$ cat config.mk
export PLATFORM = sky130hd
export DESIGN_NAME = rx_frame_controller
export DESIGN_NICKNAME = d
export VERILOG_FILES = /design/src/rtl/rx_frame_controller.sv
export SDC_FILE = /design/constraint.sdc
export NUM_CORES = 1
export LEC_CHECK = 0
export ABC_AREA = 0
export CORE_UTILIZATION = 45
export DETAILED_ROUTE_END_ITERATION = 12
export PLACE_DENSITY = 0.65
export SLEW_MARGIN = 20
export SYNTH_ARGS = -nofsm -noshare
export SYNTH_HDL_FRONTEND = slang
export SYNTH_SLANG_ARGS = --single-unit
$ cat constraint.sdc
create_clock -name Clock -period 3.65 [get_ports Clock]
set_input_delay 0.73 -clock Clock [delete_from_list [all_inputs] [get_ports Clock]]
set_output_delay 0.73 -clock Clock [all_outputs]
set_load 0.05 [all_outputs]
$ cat src/rtl/rx_frame_controller.sv
// Receive frame controller: preamble hunt, SIGNAL field checks, service-field
// descrambler seeding and LSB-first PSDU byte assembly.
module rx_frame_controller #(
  parameter int PREAMBLE_BITS = 96
) (
  input  logic        Clock,
  input  logic        Reset,
  input  logic        BitIn,
  input  logic        BitValid,
  input  logic        Abort,
  input  logic        DescrBit,
  output logic        SeedLoad,
  output logic [7:1]  Seed,
  output logic        DescrEnable,
  output logic        FrameStart,
  output logic        SignalValid,
  output logic [3:0]  Rate,
  output logic [11:0] Length,
  output logic [7:0]  ByteOut,
  output logic        ByteValid,
  output logic        FrameDone,
  output logic        Error,
  output logic [1:0]  ErrCode
);

  localparam int RW = $clog2(PREAMBLE_BITS + 1);
  localparam logic [RW-1:0] RUN_MAX = RW'(PREAMBLE_BITS);

  typedef enum logic [3:0] {
    HUNT, SIG_RATE, SIG_RSVD, SIG_LEN, SIG_PAR, SIG_TAIL, SVC_SEED, SVC_REST, PSDU
  } state_t;

  state_t      state_reg, state_next;
  logic [RW-1:0] run_reg, run_next, run_len;
  logic        last_bit_reg, last_bit_next;
  logic [3:0]  cnt_reg, cnt_next, cnt_inc;
  logic        par_reg, par_next;
  logic [3:0]  rate_sh_reg, rate_sh_next;
  logic [11:0] len_sh_reg, len_sh_next, len_full;
  logic [7:1]  seed_reg, seed_next;
  logic [7:0]  byte_sh_reg, byte_sh_next, byte_full;
  logic [11:0] byte_cnt_reg, byte_cnt_next, byte_cnt_inc;
  logic [3:0]  rate_reg, rate_next;
  logic [11:0] length_reg, length_next;
  logic [7:0]  byte_out_reg, byte_out_next;
  logic [1:0]  err_code_reg, err_code_next, err_val;
  logic        frame_start_reg, frame_start_next;
  logic        signal_valid_reg, signal_valid_next;
  logic        byte_valid_reg, byte_valid_next;
  logic        frame_done_reg, frame_done_next;
  logic        error_reg, error_next, err_req;

  always_ff @(posedge Clock or posedge Reset) begin
    if (Reset) begin
      state_reg        <= HUNT;
      run_reg          <= '0;
      last_bit_reg     <= 1'b0;
      cnt_reg          <= '0;
      par_reg          <= 1'b0;
      rate_sh_reg      <= '0;
      len_sh_reg       <= '0;
      seed_reg         <= '0;
      byte_sh_reg      <= '0;
      byte_cnt_reg     <= '0;
      rate_reg         <= '0;
      length_reg       <= '0;
      byte_out_reg     <= '0;
      err_code_reg     <= '0;
      frame_start_reg  <= 1'b0;
      signal_valid_reg <= 1'b0;
      byte_valid_reg   <= 1'b0;
      frame_done_reg   <= 1'b0;
      error_reg        <= 1'b0;
    end else begin
      state_reg        <= state_next;
      run_reg          <= run_next;
      last_bit_reg     <= last_bit_next;
      cnt_reg          <= cnt_next;
      par_reg          <= par_next;
      rate_sh_reg      <= rate_sh_next;
      len_sh_reg       <= len_sh_next;
      seed_reg         <= seed_next;
      byte_sh_reg      <= byte_sh_next;
      byte_cnt_reg     <= byte_cnt_next;
      rate_reg         <= rate_next;
      length_reg       <= length_next;
      byte_out_reg     <= byte_out_next;
      err_code_reg     <= err_code_next;
      frame_start_reg  <= frame_start_next;
      signal_valid_reg <= signal_valid_next;
      byte_valid_reg   <= byte_valid_next;
      frame_done_reg   <= frame_done_next;
      error_reg        <= error_next;
    end
  end

  always_comb begin
    state_next        = state_reg;
    run_next          = run_reg;
    last_bit_next     = last_bit_reg;
    cnt_next          = cnt_reg;
    par_next          = par_reg;
    rate_sh_next      = rate_sh_reg;
    len_sh_next       = len_sh_reg;
    seed_next         = seed_reg;
    byte_sh_next      = byte_sh_reg;
    byte_cnt_next     = byte_cnt_reg;
    rate_next         = rate_reg;
    length_next       = length_reg;
    byte_out_next     = byte_out_reg;
    err_code_next     = err_code_reg;
    frame_start_next  = 1'b0;
    signal_valid_next = 1'b0;
    byte_valid_next   = 1'b0;
    frame_done_next   = 1'b0;
    error_next        = 1'b0;
    err_req           = 1'b0;
    err_val           = 2'd0;
    run_len           = '0;
    cnt_inc           = cnt_reg + 4'd1;
    byte_cnt_inc      = byte_cnt_reg + 12'd1;
    len_full          = {BitIn, len_sh_reg[11:1]};
    byte_full         = {DescrBit, byte_sh_reg[7:1]};

    if (BitValid) begin
      case (state_reg)
        HUNT: begin
          // Length of the current alternating run, saturated at the preamble size.
          if (run_reg != '0 && BitIn != last_bit_reg)
            run_len = (run_reg == RUN_MAX) ? RUN_MAX : run_reg + RW'(1);
          else
            run_len = RW'(1);
          run_next      = run_len;
          last_bit_next = BitIn;
          if (!BitIn && run_len == RUN_MAX) begin
            state_next       = SIG_RATE;
            frame_start_next = 1'b1;
            err_code_next    = 2'd0;
            run_next         = '0;
            cnt_next         = '0;
            par_next         = 1'b0;
          end
        end
        SIG_RATE: begin
          par_next     = par_reg ^ BitIn;
          rate_sh_next = {rate_sh_reg[2:0], BitIn};
          cnt_next     = cnt_inc;
          if (cnt_reg == 4'd3) begin
            cnt_next = '0;
            if (!BitIn) begin
              err_req = 1'b1;
              err_val = 2'd2;
            end else begin
              state_next = SIG_RSVD;
            end
          end
        end
        SIG_RSVD: begin
          par_next = par_reg ^ BitIn;
          if (BitIn) begin
            err_req = 1'b1;
            err_val = 2'd2;
          end else begin
            state_next = SIG_LEN;
          end
        end
        SIG_LEN: begin
          par_next    = par_reg ^ BitIn;
          len_sh_next = len_full;
          cnt_next    = cnt_inc;
          if (cnt_reg == 4'd11) begin
            cnt_next = '0;
            if (len_full == 12'd0) begin
              err_req = 1'b1;
              err_val = 2'd3;
            end else begin
              state_next = SIG_PAR;
            end
          end
        end
        SIG_PAR: begin
          if (par_reg ^ BitIn) begin
            err_req = 1'b1;
            err_val = 2'd1;
          end else begin
            state_next = SIG_TAIL;
          end
        end
        SIG_TAIL: begin
          cnt_next = cnt_inc;
          if (BitIn) begin
            err_req = 1'b1;
            err_val = 2'd3;
          end else if (cnt_reg == 4'd5) begin
            state_next        = SVC_SEED;
            cnt_next          = '0;
            signal_valid_next = 1'b1;
            rate_next         = rate_sh_reg;
            length_next       = len_sh_reg;
          end
        end
        SVC_SEED: begin
          seed_next = {seed_reg[6:1], BitIn};
          cnt_next  = cnt_inc;
          if (cnt_reg == 4'd6) begin
            state_next = SVC_REST;
            cnt_next   = '0;
          end
        end
        SVC_REST: begin
          cnt_next = cnt_inc;
          if (cnt_reg == 4'd8) begin
            state_next    = PSDU;
            cnt_next      = '0;
            byte_cnt_next = '0;
          end
        end
        PSDU: begin
          byte_sh_next = byte_full;
          cnt_next     = cnt_inc;
          if (cnt_reg == 4'd7) begin
            cnt_next        = '0;
            byte_out_next   = byte_full;
            byte_valid_next = 1'b1;
            byte_cnt_next   = byte_cnt_inc;
            if (byte_cnt_inc == length_reg) begin
              frame_done_next = 1'b1;
              state_next      = HUNT;
            end
          end
        end
        default: state_next = HUNT;
      endcase
    end

    if (err_req) begin
      error_next    = 1'b1;
      err_code_next = err_val;
      state_next    = HUNT;
      cnt_next      = '0;
    end

    // Abort outranks everything decided above, including a final byte or an error.
    if (Abort) begin
      state_next        = HUNT;
      cnt_next          = '0;
      run_next          = '0;
      frame_start_next  = 1'b0;
      signal_valid_next = 1'b0;
      byte_valid_next   = 1'b0;
      frame_done_next   = 1'b0;
      error_next        = 1'b0;
      err_code_next     = err_code_reg;
      rate_next         = rate_reg;
      length_next       = length_reg;
      byte_out_next     = byte_out_reg;
    end
  end

  assign SeedLoad    = BitValid && state_reg == SVC_REST && cnt_reg == 4'd0;
  assign DescrEnable = BitValid && (state_reg == SVC_REST || state_reg == PSDU);
  assign Seed        = seed_reg;
  assign FrameStart  = frame_start_reg;
  assign SignalValid = signal_valid_reg;
  assign Rate        = rate_reg;
  assign Length      = length_reg;
  assign ByteOut     = byte_out_reg;
  assign ByteValid   = byte_valid_reg;
  assign FrameDone   = frame_done_reg;
  assign Error       = error_reg;
  assign ErrCode     = err_code_reg;

endmodule

==> results by group <==
Critical path
  • R2R Path Start: byte_cnt_reg[0]
  • Startpoint Class: flop
  • CP Capture Type: output pin
  • Crit path cell chain: nand2b_1 -> nor2_1 -> o21a_1 -> clkdlybuf4s50_1
  • Worst path top cell family by delay: buffers and inverters
  • R2r worst-path depth: 7
  • CP Data Required Time: 2.92 ns
  • Reg2Reg Capture Point: state_reg[3]
  • CP max stage delay: between 0.8 and 0.9 ns
  • Setup CP Type: flop to output pin
  • Flop2flop setup slack: roughly 0.67 ns
  • WP data arrival: approximately 2.5 ns
  • WP buf/inv: 1
  • Crit-path slowest cell: clkdlybuf4s50_1
  • CP Max Fanout: 13

Detailed routing
  • Routed length per instance: 16.7 um
  • Wirelength, routed: 10.8 mm
  • Antenna Nets Post-Route: 0
  • Via density per instance: a little under 6
  • Vias: 3786
  • Drc violations: 0
  • Initial DRC count: 220
  • Number of iterations in the first detailed-routing pass: 7

STA
  • Final Skew: 0.00914 ns
  • Final setup viols: 0
  • Worst Tran Pin Value: ~0.9 ns
  • Setup_tns: 0 ns
  • Fin crit period: 3.19 ns
  • Slew HR: 40.5%
  • Highest Clock Rate: around 0.31 GHz
  • RSZ-0062 raised after global routing: no
  • Endpoints failing hold: 0
  • Share of the clock period used by the worst path: 87.5%
  • Slew Limit Fails: 0

Synth
  • Seq cells post-synth: 90
  • Synth Instances: 463
  • Ys flop type: dfrtp_1
  • Syn Std Cell Area: slightly below 5000 um^2
  • Asr flop ratio synth: 100%
  • Sequential fraction of the synthesis area: 46.0%
  • Mapped Nets: 476
  • Syn Area/Cell: 10.6 um^2
  • Post-synth cell types: 75
  • EDFF count, synth: 0
  • YS warnings: 0

Status
  • Status: completed

Clocking
  • Setup bufs post-CTS: 0
  • Clock tree sinks: 90
  • Clk Latency, worst-skew pair: roughly 0.37 ns
  • Post-CTS resize count: 0
  • CTS tree: done
  • Root Driver: clkbuf_8
  • H-tree levels: 3
  • Clk pin slew, worst setup/hold paths: 0.09 ns
  • Maximum root-to-sink buffer count: 2
  • CTS buffer count: 9
  • CTS Hold Buffers Added: 0

Pwr
  • Pwr Total: 1910 uW
  • Worst vdd ir: 0.000182 V
  • Pleak: 0.00252 uW
  • P per Cell Area: 336 nW/um^2

Finish
  • Ant diodes: 0
  • Multi-input gate area: about 2500 um^2
  • Fin nets: 516
  • Area growth from synthesis to layout: 16.1%
  • Sequential Area: 2250 um^2
  • Filler cell count: slightly below 1000
  • Layout cells sized above 1: 19.9%

Die
  • Starting Density: 47.0%
  • Die area: ~11000 um^2
  • Row count: 37
  • Die Wd: 106 um
  • Core footprint: approximately 10000 um^2
  • IO Pins: 46
  • Die Y: 106 um

Global routing
  • Pin count of the biggest net entering global routing: 91
  • Overall routing resource usage: between 20% and 30%
  • First-pass GRT wire length: around 18 mm
  • Number of global-route vias before repair: 3551
  • Initial antenna violation count: 0
  • Grt ovf: 0

Run
  • MaxCap Viol Count: 0

Min path
  • Worst hold path class: flop to flop
  • Hold depth: 2
  • Worst Hold Endpoint: Rate[2]
  • HP Start: Rate[2]

Place
  • Post-DP HPWL: 7.52 mm
  • Port Buffers: 45
  • Routability cong.: approximately 0.88
## Yosys cell counts (9+ instances only)
| master | n | share of area (%) |
|---|---|---|
| a21oi_1 | 16 | 1.6 |
| and3_1 | 10 | 1.3 |
| clkbuf_1 | 16 | 1.2 |
| dfrtp_1 | 90 | 46 |
| inv_1 | 9 | 0.69 |
| mux2_2 | 51 | 12 |
| nand2_1 | 40 | 3.1 |
| nand3_1 | 11 | 1.1 |
| nand4_1 | 9 | 1.1 |
| nor2_1 | 30 | 2.3 |
| o21ai_0 | 26 | 2.7 |
| xnor2_1 | 13 | 2.3 |
## report_power, final
group / internal (uW) / switching [uW]
logic: 32.8 / 52.3
registers: 1010 / 15.1
clock network: 414 / 383
## through the flow
stage / hold slack (ns) / instance area (um^2) / util, % / setup WS [ns] / instances
after CTS: 0.477 / 5690 / 54.6 / 0.488 / 644
final: 0.468 / 5690 / 54.6 / 0.458 / 644
after global routing: 0.509 / 5690 / 54.6 / 0.323 / 644
after detailed placement: 0.456 / 5450 / 52.3 / 0.385 / 628
after global placement: 0.452 / 5450 / 52.3 / 0.462 / 628
after floorplan: 0.441 / 4900 / - / 0.585 / 463
## layer usage
| layer | part of all wire, % | wire length, um | vias up | global-route usage (%) |
|---|---|---|---|---|
| met5 | 0 | 0 | - | 0 |
| met4 | 1.6 | 168 | 0 | 8.63 |
| met3 | 5.2 | 564 | 16 | 3.62 |
| met2 | 45 | 4860 | 103 | 30.8 |
| met1 | 48 | 5150 | 1894 | 28.5 |
| li1 | - | - | 1773 | - |
## worst max-delay path by stage
stage                             end         start  slack, ns  cells after the start
after floorplan            ByteOut[0]         Reset       0.58                      1
after global placement     ErrCode[0]         BitIn       0.46                      7
after detailed placement   ErrCode[0]         BitIn       0.39                      7
after CTS                 DescrEnable  state_reg[0]       0.49                      4
after global routing      DescrEnable  state_reg[0]       0.32                      4
final                     DescrEnable  state_reg[2]       0.46                      4
## cell usage in the layout, fill, tap and decap left out, types with 3 or more instances in the layout
cell,synthesis,final
and2_1,4,4
nand3_1,11,11
and3_1,10,10
nand4_1,9,9
dfrtp_1,90,90
ha_1,7,7
nor3_1,7,7
xnor2_1,13,13
nor3b_1,3,3
a31oi_1,5,5
nand2_1,40,40
nand2b_1,4,4
or2_2,4,4
buf_4,0,8
mux2_2,51,51
o41ai_1,4,4
inv_1,9,8
clkdlybuf4s50_1,0,44
clkbuf_8,1,10
o21ai_0,26,26
nor4_1,5,5
nor2b_1,7,7
or3_1,4,4
o21a_1,3,3
a21oi_1,16,16
xor2_1,5,5
nand3b_1,5,5
o31ai_1,5,5
and4_1,4,4
a22o_1,4,4
nor2_1,30,30
## kinds of logic after synthesis
logic type	share of synthesized area [%]
xor+xnor	3.22
flops	46.0
mux	12.1
compound gates	14.3
simple gates	19.1
fa+ha+maj	1.79
buf+inv	3.52
## area by class of cell
| class | count | area share (%) |
|---|---|---|
| clock buffers | 10 | 2.42 |
| clock inverters | 6 | 1.69 |
| inverters | 9 | 0.616 |
| multi-input cells | 340 | 43.5 |
| flip-flops and latches | 90 | 39.6 |
| well taps | 136 | 2.99 |
| repair buffers | 53 | 9.15 |
## worst register-to-register path: stages, from the launching register on
cell and delay, ns:
dfrtp_1 0.50, ha_1 0.34, nand3_1 0.31, or3_1 0.44, a2111oi_0 0.52, nand4_1 0.21, o31ai_1 0.41, a21oi_1 0.13
(Power assumes the default switching activity.)
